[src/rtl/mc_controller_if.sv]
// Control bus between the multicycle controller and its datapath.
// master = controller side, slave = datapath side.
interface mc_controller_if;
  logic [5:0] op;
  logic [5:0] funct;
  logic       zero;
  logic       pcWrite;
  logic       irWrite;
  logic       memWrite;
  logic       regWrite;
  logic [1:0] pcSrc;
  logic [2:0] aluControl;
  logic [1:0] aluSrc;
  logic [1:0] regDst;
  logic [2:0] memtoReg;
  logic [2:0] state;
  logic       retire;

  modport master (
    input  op, funct, zero,
    output pcWrite, irWrite, memWrite, regWrite, pcSrc, aluControl,
           aluSrc, regDst, memtoReg, state, retire
  );

  modport slave (
    output op, funct, zero,
    input  pcWrite, irWrite, memWrite, regWrite, pcSrc, aluControl,
           aluSrc, regDst, memtoReg, state, retire
  );
endinterface

[src/rtl/mc_controller.sv]
// Multicycle MIPS-subset controller: FETCH/DECODE/EXEC/MEM/WB sequencer.
// Define MC_JUMP_EN to support jal and jr; otherwise they retire as 2-cycle nops.
module mc_controller (
  input  logic             clk,
  input  logic             reset,
  mc_controller_if.master  bus
);

`ifdef MC_JUMP_EN
  localparam bit JUMP_EN = 1'b1;
`else
  localparam bit JUMP_EN = 1'b0;
`endif

  typedef enum logic [2:0] {
    FETCH  = 3'd0,
    DECODE = 3'd1,
    EXEC   = 3'd2,
    MEM    = 3'd3,
    WB     = 3'd4
  } state_t;

  typedef enum logic [3:0] {
    I_NONE, I_ADDU, I_SUBU, I_JR, I_ORI, I_LW, I_SW, I_BEQ, I_LUI, I_JAL
  } instr_t;

  state_t     state_q, state_d;
  instr_t     kind;
  logic [2:0] alu_ctl;
  logic [1:0] alu_src;

  always_comb begin
    kind = I_NONE;
    case (bus.op)
      6'h00: begin
        case (bus.funct)
          6'h21:   kind = I_ADDU;
          6'h23:   kind = I_SUBU;
          6'h08:   if (JUMP_EN) kind = I_JR;
          default: kind = I_NONE;
        endcase
      end
      6'h0D:   kind = I_ORI;
      6'h23:   kind = I_LW;
      6'h2B:   kind = I_SW;
      6'h04:   kind = I_BEQ;
      6'h0F:   kind = I_LUI;
      6'h03:   if (JUMP_EN) kind = I_JAL;
      default: kind = I_NONE;
    endcase
  end

  // No ALU output register in the datapath, so ALU selects persist through MEM and WB.
  always_comb begin
    alu_ctl = '0;
    alu_src = '0;
    case (kind)
      I_SUBU, I_BEQ: alu_ctl = 3'b001;
      I_ORI: begin
        alu_ctl = 3'b010;
        alu_src = 2'b10;
      end
      I_LW, I_SW:    alu_src = 2'b01;
      default: ;
    endcase
  end

  always_ff @(posedge clk or posedge reset) begin
    if (reset) state_q <= FETCH;
    else       state_q <= state_d;
  end

  always_comb begin
    state_d        = FETCH;
    bus.pcWrite    = 1'b0;
    bus.irWrite    = 1'b0;
    bus.memWrite   = 1'b0;
    bus.regWrite   = 1'b0;
    bus.pcSrc      = '0;
    bus.aluControl = '0;
    bus.aluSrc     = '0;
    bus.regDst     = '0;
    bus.memtoReg   = '0;
    bus.retire     = 1'b0;
    if (!reset) begin
      case (state_q)
        FETCH: begin
          bus.irWrite = 1'b1;
          bus.pcWrite = 1'b1;
          state_d     = DECODE;
        end
        DECODE: begin
          if (kind == I_NONE) bus.retire = 1'b1;
          else                state_d    = EXEC;
        end
        EXEC: begin
          bus.aluControl = alu_ctl;
          bus.aluSrc     = alu_src;
          case (kind)
            I_ADDU, I_SUBU, I_ORI, I_LUI: state_d = WB;
            I_LW, I_SW:                   state_d = MEM;
            I_BEQ: begin
              bus.pcWrite = bus.zero;
              bus.pcSrc   = 2'b01;
              bus.retire  = 1'b1;
            end
            I_JAL: begin
              bus.pcWrite  = 1'b1;
              bus.pcSrc    = 2'b10;
              bus.regWrite = 1'b1;
              bus.regDst   = 2'b10;
              bus.memtoReg = 3'b100;
              bus.retire   = 1'b1;
            end
            I_JR: begin
              bus.pcWrite = 1'b1;
              bus.pcSrc   = 2'b11;
              bus.retire  = 1'b1;
            end
            default: ;
          endcase
        end
        MEM: begin
          bus.aluControl = alu_ctl;
          bus.aluSrc     = alu_src;
          if (kind == I_SW) begin
            bus.memWrite = 1'b1;
            bus.retire   = 1'b1;
          end else if (kind == I_LW) begin
            state_d = WB;
          end
        end
        WB: begin
          bus.aluControl = alu_ctl;
          bus.aluSrc     = alu_src;
          bus.regWrite   = 1'b1;
          bus.retire     = 1'b1;
          bus.regDst     = (kind == I_ADDU || kind == I_SUBU) ? 2'b01 : 2'b00;
          case (kind)
            I_LW:    bus.memtoReg = 3'b001;
            I_LUI:   bus.memtoReg = 3'b010;
            default: bus.memtoReg = 3'b000;
          endcase
        end
        default: state_d = FETCH;
      endcase
    end
  end

  assign bus.state = state_q;

endmodule

[src/flat_wrapper.sv]
// flat-port wrapper written by rule: the top's interface ports become plain ports
module mc_controller_flat 
  (clk, reset, bus_op, bus_funct, bus_zero, bus_pcWrite, bus_irWrite, bus_memWrite, bus_regWrite, bus_pcSrc, bus_aluControl, bus_aluSrc, bus_regDst, bus_memtoReg, bus_state, bus_retire);
  mc_controller_if bus_i ();
  input  logic clk;
  input  logic reset;
  input wire logic [$bits(bus_i.op)-1:0] bus_op;
  input wire logic [$bits(bus_i.funct)-1:0] bus_funct;
  input wire logic [$bits(bus_i.zero)-1:0] bus_zero;
  output wire logic [$bits(bus_i.pcWrite)-1:0] bus_pcWrite;
  output wire logic [$bits(bus_i.irWrite)-1:0] bus_irWrite;
  output wire logic [$bits(bus_i.memWrite)-1:0] bus_memWrite;
  output wire logic [$bits(bus_i.regWrite)-1:0] bus_regWrite;
  output wire logic [$bits(bus_i.pcSrc)-1:0] bus_pcSrc;
  output wire logic [$bits(bus_i.aluControl)-1:0] bus_aluControl;
  output wire logic [$bits(bus_i.aluSrc)-1:0] bus_aluSrc;
  output wire logic [$bits(bus_i.regDst)-1:0] bus_regDst;
  output wire logic [$bits(bus_i.memtoReg)-1:0] bus_memtoReg;
  output wire logic [$bits(bus_i.state)-1:0] bus_state;
  output wire logic [$bits(bus_i.retire)-1:0] bus_retire;
  assign bus_i.op = bus_op;
  assign bus_i.funct = bus_funct;
  assign bus_i.zero = bus_zero;
  assign bus_pcWrite = bus_i.pcWrite;
  assign bus_irWrite = bus_i.irWrite;
  assign bus_memWrite = bus_i.memWrite;
  assign bus_regWrite = bus_i.regWrite;
  assign bus_pcSrc = bus_i.pcSrc;
  assign bus_aluControl = bus_i.aluControl;
  assign bus_aluSrc = bus_i.aluSrc;
  assign bus_regDst = bus_i.regDst;
  assign bus_memtoReg = bus_i.memtoReg;
  assign bus_state = bus_i.state;
  assign bus_retire = bus_i.retire;
  mc_controller u_core (.clk(clk), .reset(reset), .bus(bus_i));
endmodule
[config.mk]
export PLATFORM = sky130hd
export DESIGN_NAME = mc_controller_flat
export DESIGN_NICKNAME = d
export VERILOG_FILES = /design/src/rtl/mc_controller_if.sv /design/src/rtl/mc_controller.sv /design/src/flat_wrapper.sv
export SDC_FILE = /design/constraint.sdc
export NUM_CORES = 1
export LEC_CHECK = 0
export ABC_AREA = 1
export CAP_MARGIN = 0
export CORE_ASPECT_RATIO = 1.1
export CORE_UTILIZATION = 36
export DETAILED_ROUTE_END_ITERATION = 10
export MAX_ROUTING_LAYER = met4
export PLACE_DENSITY = 0.76
export SKIP_LAST_GASP = 1
export SYNTH_ARGS = -nofsm -noshare
export SYNTH_HDL_FRONTEND = slang
export SYNTH_SLANG_ARGS = --single-unit
[constraint.sdc]
create_clock -name clk -period 1.7 [get_ports clk]
set_input_delay 0.34 -clock clk [delete_from_list [all_inputs] [get_ports clk]]
set_output_delay 0.34 -clock clk [all_outputs]
set_load 0.05 [all_outputs]
==> flow_metrics.py, run 1 <==
metrics = {
    "clocking": {
        "htree_levels": 1,
        "cts.sinks": 3,
        "ctsHoldBuffers": 0,
        "cts_resized": 65,
        "root_buffer": "clkbuf_4",
        "cts_buffers": 3,
        "cts_max_path_buffers": 2,
        "post_cts_buffers": 5,
    },
    "die": {
        "die_x_um": 39.46,
        "pin_count": 35,
        "rows": 14,
        "initial_core_util_pct": 39.64,
        "die_height_um": 43.20,
    },
    "placed_design": {
        "post-dp-hpwl_mm": 1.908,
        "io_buffers": 30,
        "gp_congestion": 0.8545,
        "place_area_um2": 1260,
    },
    "run_status": {
        "error_line": "[ERROR DPL-0038] Utilization greater than 100%, impossible to legalize",
        "status": "stopped before the end",
        "stop_stage": "clock tree synthesis (4_1_cts)",
    },
    "synthesis": {
        "synth.ff_latch_count": 3,
        "yosysWarnings": 0,
        "avgSynthCellArea_um2": 5.192,
        "synth_cells": 107,
        "synth_cell_type_count": 19,
        "synth_seq_area_share_pct": 13.51,
        "synthesis.area_um2": 555.5,
    },
}
-- synthesized netlist by cell type (all sizes together) --
master / number / area share (%)
nor4: 1 / 1.1
nand3: 10 / 9.9
o21ai: 2 / 2.5
dfrtp: 3 / 14
nor3: 4 / 4.5
nand2: 22 / 15
buf: 4 / 5.4
nand4: 1 / 1.1
inv: 24 / 16
conb: 1 / 0.68
o21bai: 1 / 1.4
a21oi: 6 / 5.4
nor2: 28 / 23
-- cells by family after synthesis --
group	Yosys count	synth area share (%)
DFF	3	13.51
and+or+nand+nor	66	54.96
other	1	0.6750
buffers and inverters	28	21.62
AOI/OAI and AO/OA	9	9.234
-- metrics by stage --
stage               worst slack [ns]  hold WS, ns  std cells
detailed placement           -0.6701       0.6557        169
global placement             -0.5426       0.6417        169
floorplan                   -0.08221       0.1180        110
==> run 2, diff against run 1 <==
--- a/config.mk
+++ b/config.mk
@@ -7,11 +7,10 @@
 export LEC_CHECK = 0
 export ABC_AREA = 1
 export CAP_MARGIN = 0
-export CORE_ASPECT_RATIO = 1.1
-export CORE_UTILIZATION = 36
+export CORE_AREA = 2 2 63 65
 export DETAILED_ROUTE_END_ITERATION = 10
-export MAX_ROUTING_LAYER = met4
-export PLACE_DENSITY = 0.76
+export DIE_AREA = 0 0 65 67
+export PLACE_DENSITY_LB_ADDON = 0.15
 export SKIP_LAST_GASP = 1
 export SYNTH_ARGS = -nofsm -noshare
 export SYNTH_HDL_FRONTEND = slang
==> run 2 against run 1 <==
The flow now finishes, with violations (negative setup slack); synthesized cell count unchanged; synthesized area did not move.
==> flow_metrics.py, run 2 <==
metrics = {
    "cells_and_area": {
        "areaGrowthSynthToFinish_pct": 179.5,
        "largest_register_ffs": 3,
        "final_util_pct": 43.06,
        "layout_commonest_cell": "buf_4",
        "antenna_cells": 0,
        "final_layout_size_suffix_gt1_share_pct": 63.28,
        "multiInputGateArea_um2": 555.5,
        "nFillCells": 374,
        "layout_common_cells": "buf_4 (36), nand2_1 (18), inv_1 (16)",
        "seq_area_um2": 78.83,
        "layout.nets": 193,
    },
    "flow_run": {
        "max_cap_viol_count": 0,
    },
    "worst_setup_path": {
        "cp-end-kind": "primary output",
        "cp.required_ns": 1.36,
        "cp_max_fo": 5,
        "worstSetupPathType": "register to primary output",
        "critical_path_arrival_ns": 1.47,
        "startpoint_type": "register",
    },
    "drt": {
        "wl_mm": 2.161,
        "drc_errors": 0,
        "dr_total_vias": 843,
        "avgRoutedWirePerCell_um": 9.604,
        "first_iter_violations": 24,
        "vias_per_cell": 3.747,
        "ant_nets": 0,
        "drt-pass1-iter-count": 4,
    },
    "die": {
        "die_x_um": 65,
        "initial_core_util_pct": 15.41,
        "rows": 22,
        "die_height_um": 67,
        "coreArea_um2": 3606,
        "pin_count": 35,
        "die_area_um2": 4355,
    },
    "clocking": {
        "htree_levels": 1,
        "cts.sinks": 3,
        "clk_pin_slew_ns": 0.03,
        "cts_tree": "built",
        "cts_max_path_buffers": 2,
        "root_buffer": "clkbuf_8",
        "cts_buffers": 3,
        "clock_latency_ns": 0.21,
    },
    "placed_design": {
        "io_buffers": 30,
        "gp_congestion": 0.7274,
        "post-dp-hpwl_mm": 1.695,
    },
    "synthesis": {
        "synth_cells": 107,
        "synth_cell_type_count": 19,
        "synth_seq_area_share_pct": 13.51,
        "synth.ff_latch_count": 3,
        "synth_async_sr_flop_share_pct": 100.0,
        "avgSynthCellArea_um2": 5.192,
        "yosys.area.top_type": "inv_1",
        "ys_top_cells_by_area": "inv_1 (16%), nand2_1 (14%), nor2_1 (14%)",
        "synth_edf_count": 0,
        "synth_commonest_cells": "inv_1 (24), nand2_1 (21), nor2_1 (21), nand3_1 (9)",
        "synthesis.area_um2": 555.5,
        "synth_ff_type": "dfrtp_1",
        "yosysWarnings": 0,
        "synth.most_common_cell": "inv_1",
        "synth_top_area_share_pct": 16.22,
    },
    "pwr": {
        "cellPowerDensity_nw_per_um2": 326.4,
        "p_leak_nw": 0.7306,
        "ir_worst_vdd_uv": 368.1,
    },
    "timing": {
        "hold_violations": 0,
        "min_period_ns": 1.810,
        "setup_viol": 9,
        "period_share_pct": 106.5,
        "slew_violations": 0,
        "fin_ws_ns": -0.1097,
        "fin_tns_setup_ns": -0.5448,
        "grt_setup_unrepaired": "true",
        "fmax_ghz": 0.5526,
        "skew_ns": 0.0002491,
    },
    "global_route": {
        "antenna_found_initial": 0,
        "grt_overflow": 0,
        "grt_pass1_vias": 853,
        "grt_usage_pct": 10.57,
        "grt_max_degree": 6,
        "grt_first_pass_wirelength_mm": 3.663,
    },
    "run_status": {
        "violations": "negative setup slack",
        "status": "finished, violations left",
    },
    "min_path": {
        "min_path_type": "input port to asynchronous set/reset pin",
    },
}
[run 2: worst paths after layout]
path	from	end	slack, ns	cells after the start
worst min register to register	u_core.bus.state[2]$_DFF_PP0_	u_core.bus.state[2]$_DFF_PP0_	0.63	3
worst min-delay path	reset	u_core.bus.state[0]$_DFF_PP0_	0.42	4
max in group asynchronous	reset	u_core.bus.state[2]$_DFF_PP0_	1.17	4
worst max register to register	u_core.bus.state[0]$_DFF_PP0_	u_core.bus.state[2]$_DFF_PP0_	0.62	4
min in group clk	reset	u_core.bus.state[1]$_DFF_PP0_	0.54	2
worst max-delay path	u_core.bus.state[2]$_DFF_PP0_	bus_aluControl[0]	-0.11	7
[run 2: cell families (layout without fill, tap and decap cells)]
group | count (synthesis) | after routing | share of synthesized area (%)
AND/OR/NAND/NOR | 66 | 66 | 54.96
buffers and inverters | 28 | 95 | 21.62
AO/OA/AOI/OAI | 9 | 9 | 9.234
flip-flops | 3 | 3 | 13.51
other | 1 | 4 | 0.6750
[run 2: final cells by class]
class                           count  share of cell area, %
Timing Repair Buffer               67                  46.01
Clock buffer                        4                  2.901
Sequential cell                     3                  5.077
Tap cell                           48                  3.868
Inverter                           24                  6.366
Multi-Input combinational cell     79                  35.78
[run 2: per-stage QoR]
stage          cells  power [mW]  setup WS (ns)  cell area [um2]  hold slack (ns)
2_1_floorplan    110      0.1854       -0.08221            694.4           0.1180
6_report         225      0.5069        -0.1097             1553           0.4208
3_3_place_gp     207      0.2774        -0.5604             1333           0.5261
3_5_place_dp     207      0.2787        -0.5949             1333           0.5347
4_1_cts          220      0.5026        -0.1385             1488           0.4225
5_1_grt          225      0.5363        -0.1913             1553           0.4605
[run 2: report_power, final]
| part | internal, mW | switching [mW] |
|---|---|---|
| logic | 0.0999 | 0.126 |
| registers | 0.0747 | 0.00363 |
| clock network | 0.160 | 0.0434 |
[run 2: metal layers]
layer	track usage, %	up-vias	share of wire (%)
met5	0	-	0
met4	3.191	0	0.28
met3	0.8446	2	3.7
met2	17.65	15	51
met1	14.40	370	45
li1	-	456	-
[run 2: what timing repair did]
action                                  CTS  global route
pin swaps                                27            21
endpoints found under the setup margin   14            13
setup buffers                             9             5
hold buffers                              0             0
resized for setup                        66            11
[run 2: critical path, cell delays in order (launching register included)]
cell     delay, ns
dfrtp_2       0.41
inv_2         0.07
nor3_4        0.18
nand2_2       0.12
o21ai_2       0.09
inv_4         0.08
a21oi_4       0.15
buf_12        0.15
Power figures use the tool's default switching activity.
==> run 3, diff against run 2 <==
--- a/config.mk
+++ b/config.mk
@@ -8,10 +8,12 @@
 export ABC_AREA = 1
 export CAP_MARGIN = 0
 export CORE_AREA = 2 2 63 65
+export CTS_CLUSTER_SIZE = 10
 export DETAILED_ROUTE_END_ITERATION = 10
 export DIE_AREA = 0 0 65 67
 export PLACE_DENSITY_LB_ADDON = 0.15
 export SKIP_LAST_GASP = 1
+export SLEW_MARGIN = 10
 export SYNTH_ARGS = -nofsm -noshare
 export SYNTH_HDL_FRONTEND = slang
 export SYNTH_SLANG_ARGS = --single-unit
==> results of run 3 <==
The final DEF is identical to that of run 2; final timing and power are the same.
==> edit 1 (config.mk and constraints of run 2) <==
Build with the macro `MC_JUMP_EN` defined.
--- a/src/rtl/mc_controller.sv
+++ b/src/rtl/mc_controller.sv
@@ -1,5 +1,7 @@
 // Multicycle MIPS-subset controller: FETCH/DECODE/EXEC/MEM/WB sequencer.
 // Define MC_JUMP_EN to support jal and jr; otherwise they retire as 2-cycle nops.
+`define MC_JUMP_EN
+
 module mc_controller (
   input  logic             clk,
   input  logic             reset,
Behaviour: not the same (Yosys sat finds a counterexample within 4 cycles, from zero or initial values and one cycle with reset high).
==> edit 1 against run 2 <==
The run still ends with negative setup slack left; setup slack worse by 0.18 ns; register-to-register slack got worse by 0.03 ns; design area increased by 19%; sequential power up 2%; clock skew about the same; area after synthesis up 12%; power is 8.1% higher; sequential cell count unchanged; wire length rose by 18%; critical endpoint unchanged.
==> edit 1: results (changes against run 2) <==
* Initial DRC count at 16 (-33%)
* HP Class: input pin to async pin
* R2r worst-path depth at 5 (+1)
* Met1 wire length at 932 um (-4.9%)
* Final setup TNS at -2.63 ns (-2.08 ns)
* R2R setup slack at 0.59 ns (-0.03 ns)
* Cell family with most CP delay: simple AND/OR/NAND/NOR gates
* Peak VDD IR at 0.000120 V (-67%)
* Routing usage on met3 at 0.0287 (+0.0203)
* Fraction of area in multi-input gates at 0.440 (+0.0821)
* Most frequent cells after synthesis: nor2_1, inv_1, nand2_1, nand3_1, nor3_1
* Pin count of the biggest net entering global routing at 7 (+1)
* Setup crit start: bus_op[5]
* CP max stage cell: a21oi_4
* Final net count at 207 (+7.3%)
* First-pass GRT wire length at 4370 um (+19%)
* Area Overhead vs Synth at 197%
* Dpl hpwl at 1990 um (+18%)
* Share of layout cells above drive strength 1 at 0.764 (+0.132)
* Status: finished, violations left
* Buffer share of cell area at 0.406 (-0.0540)
* Largest cells by area after synthesis: nor2_1, inv_1, dfrtp_1, nand2_1, nand3_1
* Failing checks: negative setup slack
* RR Endpoint: u_core.bus.state[1]
* DP Area at 1550 um2 (+16%)
* CTS max path bufs at 2 (unchanged)
* Met2 Wirelength at 1470 um (+34%)
* Max incr delay on CP at 0.17 ns (-0.24 ns)
* Nonclk inv count at 24 (unchanged)
* Seq area share at 0.0426 (-0.00820)
* Met3 WL at 125 um (+56%)
* Pwr dens at 296 nW/um2 (-9.3%)
* CLK BUF at 4 (unchanged)
* Grt met1 use at 0.138 (-0.00636)
* Clock skew at 0.000462 ns (+0.000213 ns)
* Yosys cell types at 21 (+2)
* Final WS setup at -0.292 ns (-0.182 ns)
* Pleak at 0.829 nW (+14%)
* Final setup fails at 13 (+4)
* Vias at 986 (+17%)
* Fillers at 351 (-6.1%)
* GP Congestion at 0.823 (+13%)
* GRT Total Usage at 0.127 (+0.0216)
* Final WL at 2550 um (+18%)
* Number of global-route vias before repair at 1027 (+20%)
* Grt met2 use at 0.245 (+0.0683)
* Clock tree cell share of total cell area at 0.0243 (-0.00468)
* I/O Buffers at 33 (+10%)
* CP arrival at 1.65 ns (+0.18 ns)
* Post-synthesis sequential area ratio at 0.120 (-0.0149)
* TritonRoute pass-1 iters at 2 (-2)
* Bufs w/o clock at 70 (+4.5%)
* Multi-input gates at 90 (+14%)
* Dpl ws at -0.755 ns (-0.160 ns)
-- edit 1: cell count changes in the layout (fill, tap and decap cells not counted), sizes merged --
cell / run 2 / this run
dlygate4sd2: 3 / 2
a211oi: 0 / 1
clkdlybuf4s15: 1 / 5
nor2: 28 / 33
nand3: 10 / 12
nand2: 22 / 23
o2111ai: 0 / 1
nand3b: 0 / 1
o21bai: 1 / 0
conb: 4 / 1
nor3: 4 / 8
-- edit 1: per-stage QoR --
| stage | util | hold WS (ns) | std cells |
|---|---|---|---|
| 2_1_floorplan | - | 0.109 | 119 |
| 3_3_place_gp | 0.430 | 0.617 | 223 |
| 3_5_place_dp | 0.430 | 0.623 | 223 |
| 4_1_cts | 0.478 | 0.342 | 233 |
| 5_1_grt | 0.514 | 0.406 | 239 |
| 6_report | 0.514 | 0.377 | 239 |
-- edit 1: power by group --
group	internal [mW]	total (mW)	switching, mW
sequential	0.0749	0.0802	0.00521
combinational	0.112	0.260	0.147
clock	0.160	0.208	0.0481
-- edit 1: kinds of logic (layout without fill, tap and decap cells) --
family	Yosys count	count (layout)	share of synthesized area
flip-flops	3	3	0.120
AND/OR/NAND/NOR	79	79	0.609
buffers and inverters	26	98	0.168
AO/OA/AOI/OAI	10	10	0.0962
other	1	1	0.00601
-- edit 1: worst max-delay path by stage --
stage,end,slack [ns]
after detailed placement,bus_pcWrite,-0.76
final,bus_aluControl[0],-0.29
after global placement,bus_pcWrite,-0.74
after CTS,bus_pcWrite,-0.31
after floorplan,bus_regDst[1],-0.27
after global routing,bus_pcWrite,-0.40
-- edit 1: what timing repair did --
action | 4_1_cts | 5_1_grt
resized for setup | 67 | 24
setup endpoints to repair | 19 | 16
pin swaps | 31 | 19
setup buffers | 6 | 6
==> edit 2 (config.mk and constraints of run 2) <==
Made on the original files. Reset style: synchronous (`reset`), changed in one clocked block.
--- a/src/rtl/mc_controller.sv
+++ b/src/rtl/mc_controller.sv
@@ -65,7 +65,7 @@
     endcase
   end
 
-  always_ff @(posedge clk or posedge reset) begin
+  always_ff @(posedge clk) begin
     if (reset) state_q <= FETCH;
     else       state_q <= state_d;
   end
Check against the original RTL: differs if reset is asserted again (counterexample within 4 cycles, from zero or initial values and one cycle with reset high); with reset held inactive, the same outputs for 10 cycles.
==> edit 2 against run 2 <==
The run still ends with negative setup slack left; combinational power up 7%; largest power group unchanged; sequential cell count stayed put; design area increased by 7.1%; hold slack better by 0.13 ns; area after synthesis is the same; synthesized cell count decreased by 2.8%; setup slack got worse by 0.030 ns; first-iteration DRC count is 13% lower; core utilization grew 3.1 points; critical path type unchanged; wire length decreased by 5.5%; global-route usage down 0.57 points; power is 2.3% higher.
==> edit 2: results (changes against run 2) <==
* Status: finished, violations left
* Failing checks: negative setup slack
* Cell family with most CP delay: simple AND/OR/NAND/NOR gates
* DP Area at 1350 um2 (+1.2%)
* Crit path to: bus_memtoReg[1]
* Share of layout cells above drive strength 1 at 0.735 (+0.102)
* Dpl ws at -0.627 ns (-0.0320 ns)
* CP arrival at 1.50 ns (+0.03 ns)
* Final WL at 2040 um (-5.5%)
* Cells after Synth at 104 (-2.8%)
* Final WS setup at -0.140 ns (-0.0298 ns)
* Finished Layout Cells at 229 (+1.8%)
* R2r worst-path depth at 6 (+2)
* First-pass GRT wire length at 3530 um (-3.6%)
* Peak VDD IR at 0.000191 V (-48%)
* Setup Buffers After CTS at 19 (+10)
* Final setup TNS at -0.765 ns (-0.221 ns)
* Routing usage on met3 at 0.0135 (+0.00507)
* Synth async-reset ratio at 0 (-1.00)
* Post-synthesis sequential area ratio at 0.108 (-0.0270)
* RR Endpoint: u_core.bus.state[1]
* Max incr delay on CP at 0.35 ns (-0.06 ns)
* Grt met1 use at 0.119 (-0.0253)
* Pleak at 0.757 nW (+3.6%)
* Clock skew at 0.0000394 ns (-0.000210 ns)
* Yosys cell types at 21 (+2)
* CP Max Fanout at 3 (-2)
* Largest cells by area after synthesis: nor2_1, inv_1, dfxtp_1, nand2_1, nand3_1
* Most frequent cells after synthesis: nor2_1, inv_1, nand2_1, nand3_1
* NetSw at 0.181 mW (+5.0%)
* DR vias/cell at 3.90 (+4.1%)
* Fillers at 357 (-4.5%)
* GRT Total Usage at 0.100 (-0.00573)
* CP max stage cell: dfxtp_4
* Final net count at 197 (+2.1%)
* Met1 wire length at 871 um (-11%)
* Crit Reg-Reg Startpoint: u_core.bus.state[2]
* Final setup fails at 10 (+1)
* H-tree depth at 1 (unchanged)
* Resized Gates After CTS at 77 (+17%)
* Largest register FFs at 3 (unchanged)
* Dpl hpwl at 1640 um (-3.0%)
* R2R setup slack at 0.51 ns (-0.11 ns)
* GP Congestion at 0.798 (+9.7%)
* Initial DRC count at 21 (-13%)
* # placed instances at 208 (+0.48%)
* Worst hold slack at 0.552 ns (+0.131 ns)
* Synth warnings at 0 (unchanged)
* Grt met2 use at 0.192 (+0.0155)
* Number of global-route vias before repair at 868 (+1.8%)
* Main synth FF type: dfxtp_1
* Met2 Wirelength at 1110 um (+1.6%)
* Setup crit start: u_core.bus.state[1]
* Highest Signal Layer: met3
* HP Class: input pin to register
* Met3 WL at 59 um (-26%)
* Mux cell area share after synthesis at 0 (unchanged)
-- edit 2: logic make-up (layout without fill, tap and decap cells) --
| logic type | count (synthesis) | count (layout) |
|---|---|---|
| simple gates | 64 | 64 |
| buf+inv | 28 | 102 |
| compound gates | 8 | 8 |
| flops | 3 | 3 |
| other cells | 1 | 4 |
-- edit 2: power by group through the flow --
| stage | Sequential [mW] | Clock (mW) | Combinational, mW |
|---|---|---|---|
| 3_3_place_gp | 0.0752 | 0 | 0.211 |
| 5_1_grt | 0.0771 | 0.216 | 0.255 |
| 4_1_cts | 0.0755 | 0.208 | 0.231 |
| 2_1_floorplan | 0.0845 | 0 | 0.104 |
| 3_5_place_dp | 0.0753 | 0 | 0.212 |
| 6_report | 0.0764 | 0.202 | 0.240 |
-- edit 2: cell type report --
cell class	count	area (um2)	area share
Inverter	24	103	0.0617
Multi-Input combinational cell	76	604	0.363
Timing Repair Buffer	74	779	0.469
Clock buffer	4	45.0	0.0271
Sequential cell	3	71.3	0.0429
Tap cell	48	60.1	0.0361
